## src/rtl/fetch_decode_queue.sv

```systemverilog
// Two-wide fetch-to-decode instruction queue with PC tagging,
// branch flush/redirect and drain reporting.
module fetch_decode_queue #(
  parameter int          DEPTH    = 8,
  parameter logic [31:0] PC_RESET = 32'h0000_0000
) (
  input  logic                    clk,
  input  logic                    rst,
  input  logic [31:0]             in_instr1,
  input  logic [31:0]             in_instr2,
  input  logic                    in_valid1,
  input  logic                    in_valid2,
  output logic                    in_ready,
  input  logic                    fetch_finish,
  input  logic                    flush,
  input  logic [31:0]             flush_pc,
  output logic [31:0]             out_instr1,
  output logic [31:0]             out_instr2,
  output logic [31:0]             out_pc1,
  output logic [31:0]             out_pc2,
  output logic                    out_valid1,
  output logic                    out_valid2,
  input  logic [1:0]              out_take,
  output logic [$clog2(DEPTH):0]  count,
  output logic                    drained
);

  localparam int AW = $clog2(DEPTH);
  localparam int CW = AW + 1;

  logic [AW-1:0] rd_ptr;
  logic [AW-1:0] wr_ptr;
  logic [AW-1:0] rd_ptr1;
  logic [AW-1:0] wr_ptr1;
  logic [31:0]   next_pc;
  logic          finish_latched;
  logic [1:0]    npush;
  logic [1:0]    npop;

  logic [31:0] instr_mem [DEPTH];
  logic [31:0] pc_mem    [DEPTH];

  assign rd_ptr1 = rd_ptr + AW'(1);
  assign wr_ptr1 = wr_ptr + AW'(1);

  // Push/pop amounts; readiness only looks at registered occupancy
  always_comb begin
    in_ready = (count <= CW'(DEPTH - 2));
    npush    = 2'd0;
    if (in_ready && !finish_latched && !flush && in_valid1)
      npush = in_valid2 ? 2'd2 : 2'd1;
    npop = 2'd0;
    if (!flush) begin
      if (CW'(out_take) > count)
        npop = count[1:0];
      else
        npop = out_take;
    end
  end

  // Pointer, occupancy, PC tag and finish state
  always_ff @(posedge clk or posedge rst) begin
    if (rst) begin
      rd_ptr         <= '0;
      wr_ptr         <= '0;
      count          <= '0;
      next_pc        <= PC_RESET;
      finish_latched <= 1'b0;
    end else if (flush) begin
      rd_ptr  <= '0;
      wr_ptr  <= '0;
      count   <= '0;
      next_pc <= flush_pc;
    end else begin
      wr_ptr  <= wr_ptr + AW'(npush);
      rd_ptr  <= rd_ptr + AW'(npop);
      count   <= count + CW'(npush) - CW'(npop);
      next_pc <= next_pc + {28'd0, npush, 2'b00};
      if (fetch_finish)
        finish_latched <= 1'b1;
    end
  end

  // Entry storage; contents need no reset since count gates visibility
  always_ff @(posedge clk) begin
    if (npush != 2'd0) begin
      instr_mem[wr_ptr] <= in_instr1;
      pc_mem[wr_ptr]    <= next_pc;
    end
    if (npush == 2'd2) begin
      instr_mem[wr_ptr1] <= in_instr2;
      pc_mem[wr_ptr1]    <= next_pc + 32'd4;
    end
  end

  // First-word-fall-through view of the two oldest entries
  always_comb begin
    out_valid1 = (count != '0);
    out_valid2 = (count >= CW'(2));
    out_instr1 = out_valid1 ? instr_mem[rd_ptr]  : 32'd0;
    out_pc1    = out_valid1 ? pc_mem[rd_ptr]     : 32'd0;
    out_instr2 = out_valid2 ? instr_mem[rd_ptr1] : 32'd0;
    out_pc2    = out_valid2 ? pc_mem[rd_ptr1]    : 32'd0;
    drained    = finish_latched && (count == '0);
  end

endmodule

```

## config.mk

```make
export PLATFORM = sky130hd
export DESIGN_NAME = fetch_decode_queue
export DESIGN_NICKNAME = d
export VERILOG_FILES = /design/src/rtl/fetch_decode_queue.sv
export SDC_FILE = /design/constraint.sdc
export NUM_CORES = 1
export LEC_CHECK = 0
export ABC_AREA = 1
export CORE_MARGIN = 2
export CORE_UTILIZATION = 45
export DETAILED_ROUTE_END_ITERATION = 7
export PLACE_DENSITY = 0.66
export SLEW_MARGIN = 20
export SYNTH_ARGS = -nofsm -noshare
export SYNTH_HDL_FRONTEND = slang
export SYNTH_SLANG_ARGS = --single-unit
```

## constraint.sdc

```tcl
create_clock -name clk -period 6.2 [get_ports clk]
set_clock_uncertainty 0.15 [all_clocks]
set_input_delay 0.93 -clock clk [delete_from_list [all_inputs] [get_ports clk]]
set_output_delay 0.93 -clock clk [all_outputs]
set_load 0.005 [all_outputs]
```

# Word level (Yosys, flattened, before mapping)
# Memory sizes are Yosys's and may differ from the RTL's.
# Index checks and enable logic that the tools add are counted.
[totals]
ff_bits = 43
latchBits = 0
ram_bits = 512
romBits = 0
output_inout_bits = 136
word_cells = 46
n_memories = 2
[classes]
n_addsub = 8
n_mul = 0
n_div = 0
order_cmp = 3
eq_ne = 1
shift = 0
n_mux = 16
bitwise = 1
reduce_logical = 10
[memory_table]
columns = ["name", "depth", "word_bits", "rd", "rd_ports_with_merged_regs", "wr", "line", "source"]
rows = [
  ["instr_mem", 8, 32, 2, 0, 2, "40", "logic [31:0] instr_mem [DEPTH];"],
  ["pc_mem", 8, 32, 2, 0, 2, "41", "logic [31:0] pc_mem [DEPTH];"],
]
[ops]
columns = ["operator", "count"]
rows = [
  ["2-to-1 mux 32 bit", 5],
  ["adder 32 x 3 -> 32 bit (second input constant)", 1],
  ["adder 32 x 4 -> 32 bit", 1],
  ["2-to-1 mux 2 bit", 4],
  ["adder 3 x 1 -> 3 bit (second input constant)", 2],
  ["adder 3 x 2 -> 3 bit", 2],
  ["2-to-1 mux 3 bit", 2],
  ["adder 4 x 2 -> 4 bit", 1],
  [">= comparator 4 x 2 -> 1 bit (second input constant)", 1],
  ["greater-than comparator 2 x 4 -> 1 bit", 1],
  ["less-or-equal comparator 4 x 3 -> 1 bit (second input constant)", 1],
  ["logical AND 1 bit", 4],
  ["zero test 4 bit", 1],
  ["2-to-1 mux 1 bit", 4],
  ["2-to-1 mux 4 bit", 1],
  ["nonzero test 4 bit", 1],
  ["subtractor 4 x 2 -> 4 bit", 1],
  ["equality test 2 bit (second input constant)", 1],
  ["zero test 1 bit", 2],
  ["AND reduction 2 bit", 1],
  ["nonzero test 2 bit", 1],
  ["inverter 1 bit", 1],
]

# Longest topological paths before layout
[depth]
depth_word = 8
ltp_mapped = 17
mapped_depth_nobuf = 17

# Worst setup path after synthesis
# OpenSTA, ideal clock, no wires.
[synth_path]
path_type = "input-to-reg"
from = "in flush"
to = "mem instr_mem[0][0], enable pin"
setup_ns = 0.574
arrival_ns = 6.136
required_time_ns = 5.476
slack_ns = -0.660
path_stages = 6
path_cell_list = "buf_2 -> nor3b_4 -> nand2_1 -> inv_1 -> nand3_1 -> o21ai_0"
[synth_lines]
columns = ["item", "line", "source"]
rows = [
  ["start, declared", "15", "input logic flush,"],
  ["end, declared", "40", ""],
]

# Final worst setup path
[layout_path]
from = "reg rd_ptr[1]"
to = "out out_pc2[18]"
[layout_via]
elab_chain_cells = 3
[layout_rtl]
columns = ["item", "line", "source"]
rows = [
  ["start, declared", "31", "logic [AW-1:0] rd_ptr;"],
  ["start signal, assigned", "76", "rd_ptr <= rd_ptr + AW'(npop);"],
  ["adder 3 x 1 -> 3 bit", "43", "assign rd_ptr1 = rd_ptr + AW'(1);"],
  ["memory (8 x 32 bit)", "n/a", ""],
  ["2-to-1 mux 32 bit", "103", "out_pc2 = out_valid2 ? pc_mem[rd_ptr1] : 32'd0;"],
  ["end, declared", "20", "output logic [31:0] out_pc2,"],
]
# No other way between the ends.

==> impl_metrics.csv <==
group,metric,value,unit
status,status,"complete, no violations",
timing,fin_ws,0.857,ns
synth,ys_types,34,
finish,num-fill-cells,7109,
timing,slew_headroom,0.173,
timing,fin_crit_sh,0.862,
synth,synth_xor_area_frac,0.00713,
worst_hold_path,hp-class,"register to register",
placement,preCtsSetupSlack,1.33,ns
finish,antenna_cells,0,
synth,post_synth_fa_ha_maj_area_fraction,0.00877,
floorplanning,die_h,280,µm
pwr,p_leak,14.7,nW
worst_setup_path,crit_arrival,4.26,ns
synth,ys_seq_area_frac,0.480,
synth,yosys.area_share.simple,0.227,
floorplanning,num_io_pins,240,
route,dr.pass1.iters,6,
placement,gp_congestion,0.892,
placement,hpwlAfterDp,64400,µm
global_routing,grt_first_pass_wirelength,176000,µm
timing,setup_viol,0,
clock_network,post_cts_resized,0,
clock_network,cts_root_buf,"clkbuf_16",
finish,fin_nets,4522,
worst_setup_path,r2r_start,"wr_ptr[0]$_DFF_PP0_",
pwr,powerDensity,402,mW/mm²
clock_network,cts_max_level,3,
synth,synth_edf_count,512,
clock_network,clock_path_buffers,3,
floorplanning,die_area,0.0783,mm²
floorplanning,core.rowCount,101,
clock_network,cts.sinks,555,
clock_network,holdBufCountCts,0,
clock_network,tritoncts,"yes",
finish,final_common_cell,"nand2_1",
finish,fin_cells,5423,
worst_setup_path,crit_start,"rd_ptr[1]$_DFF_PP0_",
synth,ys.flop_type,"edfxtp_1",
worst_setup_path,worstReg2RegEnd,"pc_mem[6][5]$_DFFE_PP_",
route,route.vias.total,31600,
worst_setup_path,reg2reg_depth,9,
synth,synth_nets,4532,
global_routing,grt_overflow,0,
clock_network,clk_pin_slew_worst_paths,0.06,ns
worst_setup_path,end_kind,"output pin",
synth,yosysWarningCount,0,
synth,synth_top_family_by_area,"simple AND/OR/NAND/NOR gates",
worst_setup_path,crit_type,"register to output pin",
route,wirelength,117000,µm
global_routing,antenna_found_initial,3,
finish,syn_to_final_growth,13.6,%
pwr,peakVddDrop,397,µV
floorplanning,dieWidth,280,µm
placement,dpl.cell_count,5305,
clock_network,post_cts_buffers,0,
worst_setup_path,cp.required,5.12,ns
synth,syn_area,0.0342,mm²
worst_setup_path,start_kind,"register",
synth,netlist_instances,4407,
floorplanning,core_area,0.0757,mm²
worst_setup_path,r2r_slack,2.15,ns
route,drt_iter0_markers,3803,
timing,fin_crit,5.34,ns
clock_network,clock_latency,0.61,ns
route,wl_per_cell,21.5,µm
finish,stdcell_area,0.0389,mm²
timing,drv_slew,0,
synth,synth.mux.area_fraction,0,
timing,tightest_slew,1.24,ns
timing,max_freq,187,MHz
global_routing,grt_max_degree,283,
worst_setup_path,endpoint,"out_pc2[18]",
placement,portBuffers,239,
finish,layout-drive-gt1-share,0.0403,
worst_setup_path,cp_max_fo,66,
synth,async_flop_share,0.0775,
clock_network,numCtsBuffers,66,
timing,rsz0062_at_grt,"no",
finish,final_cell_mix,"1179 x nand2_1, 793 x o21ai_0, 592 x nor2_1",
synth,yosys_register_bits,555,
route,route.detailed.drc,0,
route,via_per_inst,5.83,
route,drtAntennaViolNets,0,
timing,final_hold_viol_count,0,
flow_run,max-cap-violations,0,
global_routing,grt_util_all_layers,0.295,
floorplanning,initial_core_util,0.452,
synth,avgSynthCellArea,7.77,µm²
synth,synth_compound_area_frac,0.200,
placement,place_area,0.0369,mm²
global_routing,grt_pass1_vias,29700,
critical path, stage by stage (launching register included):
cell and delay, ns:
dfrtp_4 0.72, ha_2 0.50, buf_4 0.86, o21ai_0 0.20
o211ai_1 0.22, nand2_1 0.07, nor2_1 0.43, clkdlybuf4s50_1 0.61
report_power, final:
part	switching [mW]	leakage [nW]	internal, mW	total, mW
clock	1.57	0.956	2.04	3.61
sequential	0.169	5.13	4.15	4.32
combinational	4.68	8.64	3.03	7.71
cell type report:
cell class,count,area [µm²],share of cell area
Clock buffer,90,1800,0.0464
Clock inverter,26,150,0.00386
Inverter,245,940,0.0242
Multi-Input combinational cell,3232,15300,0.394
Sequential cell,555,16500,0.423
Tap cell,978,1220,0.0315
Timing Repair Buffer,297,3000,0.0773
cells in the mapped netlist, types with 39 or more instances:
cell | instances | area, µm²
nand2_1 | 1179 | 4430
o21ai_0 | 802 | 4010
nor2_1 | 592 | 2220
edfxtp_1 | 512 | 15400
inv_1 | 236 | 886
clkbuf_1 | 212 | 796
o211ai_1 | 190 | 1430
nand3_1 | 189 | 946
a21oi_1 | 139 | 696
buf_2 | 86 | 430
o211a_1 | 64 | 641
dfrtp_1 | 43 | 1080
buf_1 | 39 | 146
worst min-delay path by stage:
stage / startpoint / endpoint / slack [ns] / cells after the start
global route: finish_latched$_DFFE_PP0P_ / finish_latched$_DFFE_PP0P_ / 0.44 / 2
detailed placement: finish_latched$_DFFE_PP0P_ / finish_latched$_DFFE_PP0P_ / 0.40 / 2
floorplan: finish_latched$_DFFE_PP0P_ / finish_latched$_DFFE_PP0P_ / 0.36 / 2
global placement: finish_latched$_DFFE_PP0P_ / finish_latched$_DFFE_PP0P_ / 0.40 / 2
finish: finish_latched$_DFFE_PP0P_ / finish_latched$_DFFE_PP0P_ / 0.41 / 2
CTS: finish_latched$_DFFE_PP0P_ / finish_latched$_DFFE_PP0P_ / 0.42 / 2
flip-flops by register name, indices dropped and copies added, names as in the netlist:
name	flops
rd_ptr	3
pc_mem	256
instr_mem	256
finish_latched	1
count	4
next_pc	32
wr_ptr	3
cells by family (layout without fill, tap and decap cells):
group                      after synthesis  after routing
adders and majority gates               21             21
AOI/OAI and AO/OA                     1207           1207
buffers and inverters                  620            658
xor gates and xnor gates                27             27
DFF                                    555            555
and+or+nand+nor                       1977           1977
per-stage QoR:
step	utilization	TNS, ns	hold slack, ns	total power [mW]
CTS	0.513	0	0.416	15.6
detailed placement	0.487	0	0.400	12.0
global placement	0.487	0	0.402	11.9
global route	0.514	0	0.442	16.5
floorplan	-	-307.47	0.359	8.51
finish	0.514	0	0.412	15.6
layer usage:
layer / up-vias / global-route usage / wire (µm)
met4: 6 / 0.112 / 4320
met2: 1622 / 0.484 / 53800
li1: 14900 / - / -
met3: 296 / 0.0477 / 11200
met1: 14800 / 0.393 / 47400
met5: - / 0 / 36
(Power assumes the default switching activity.)
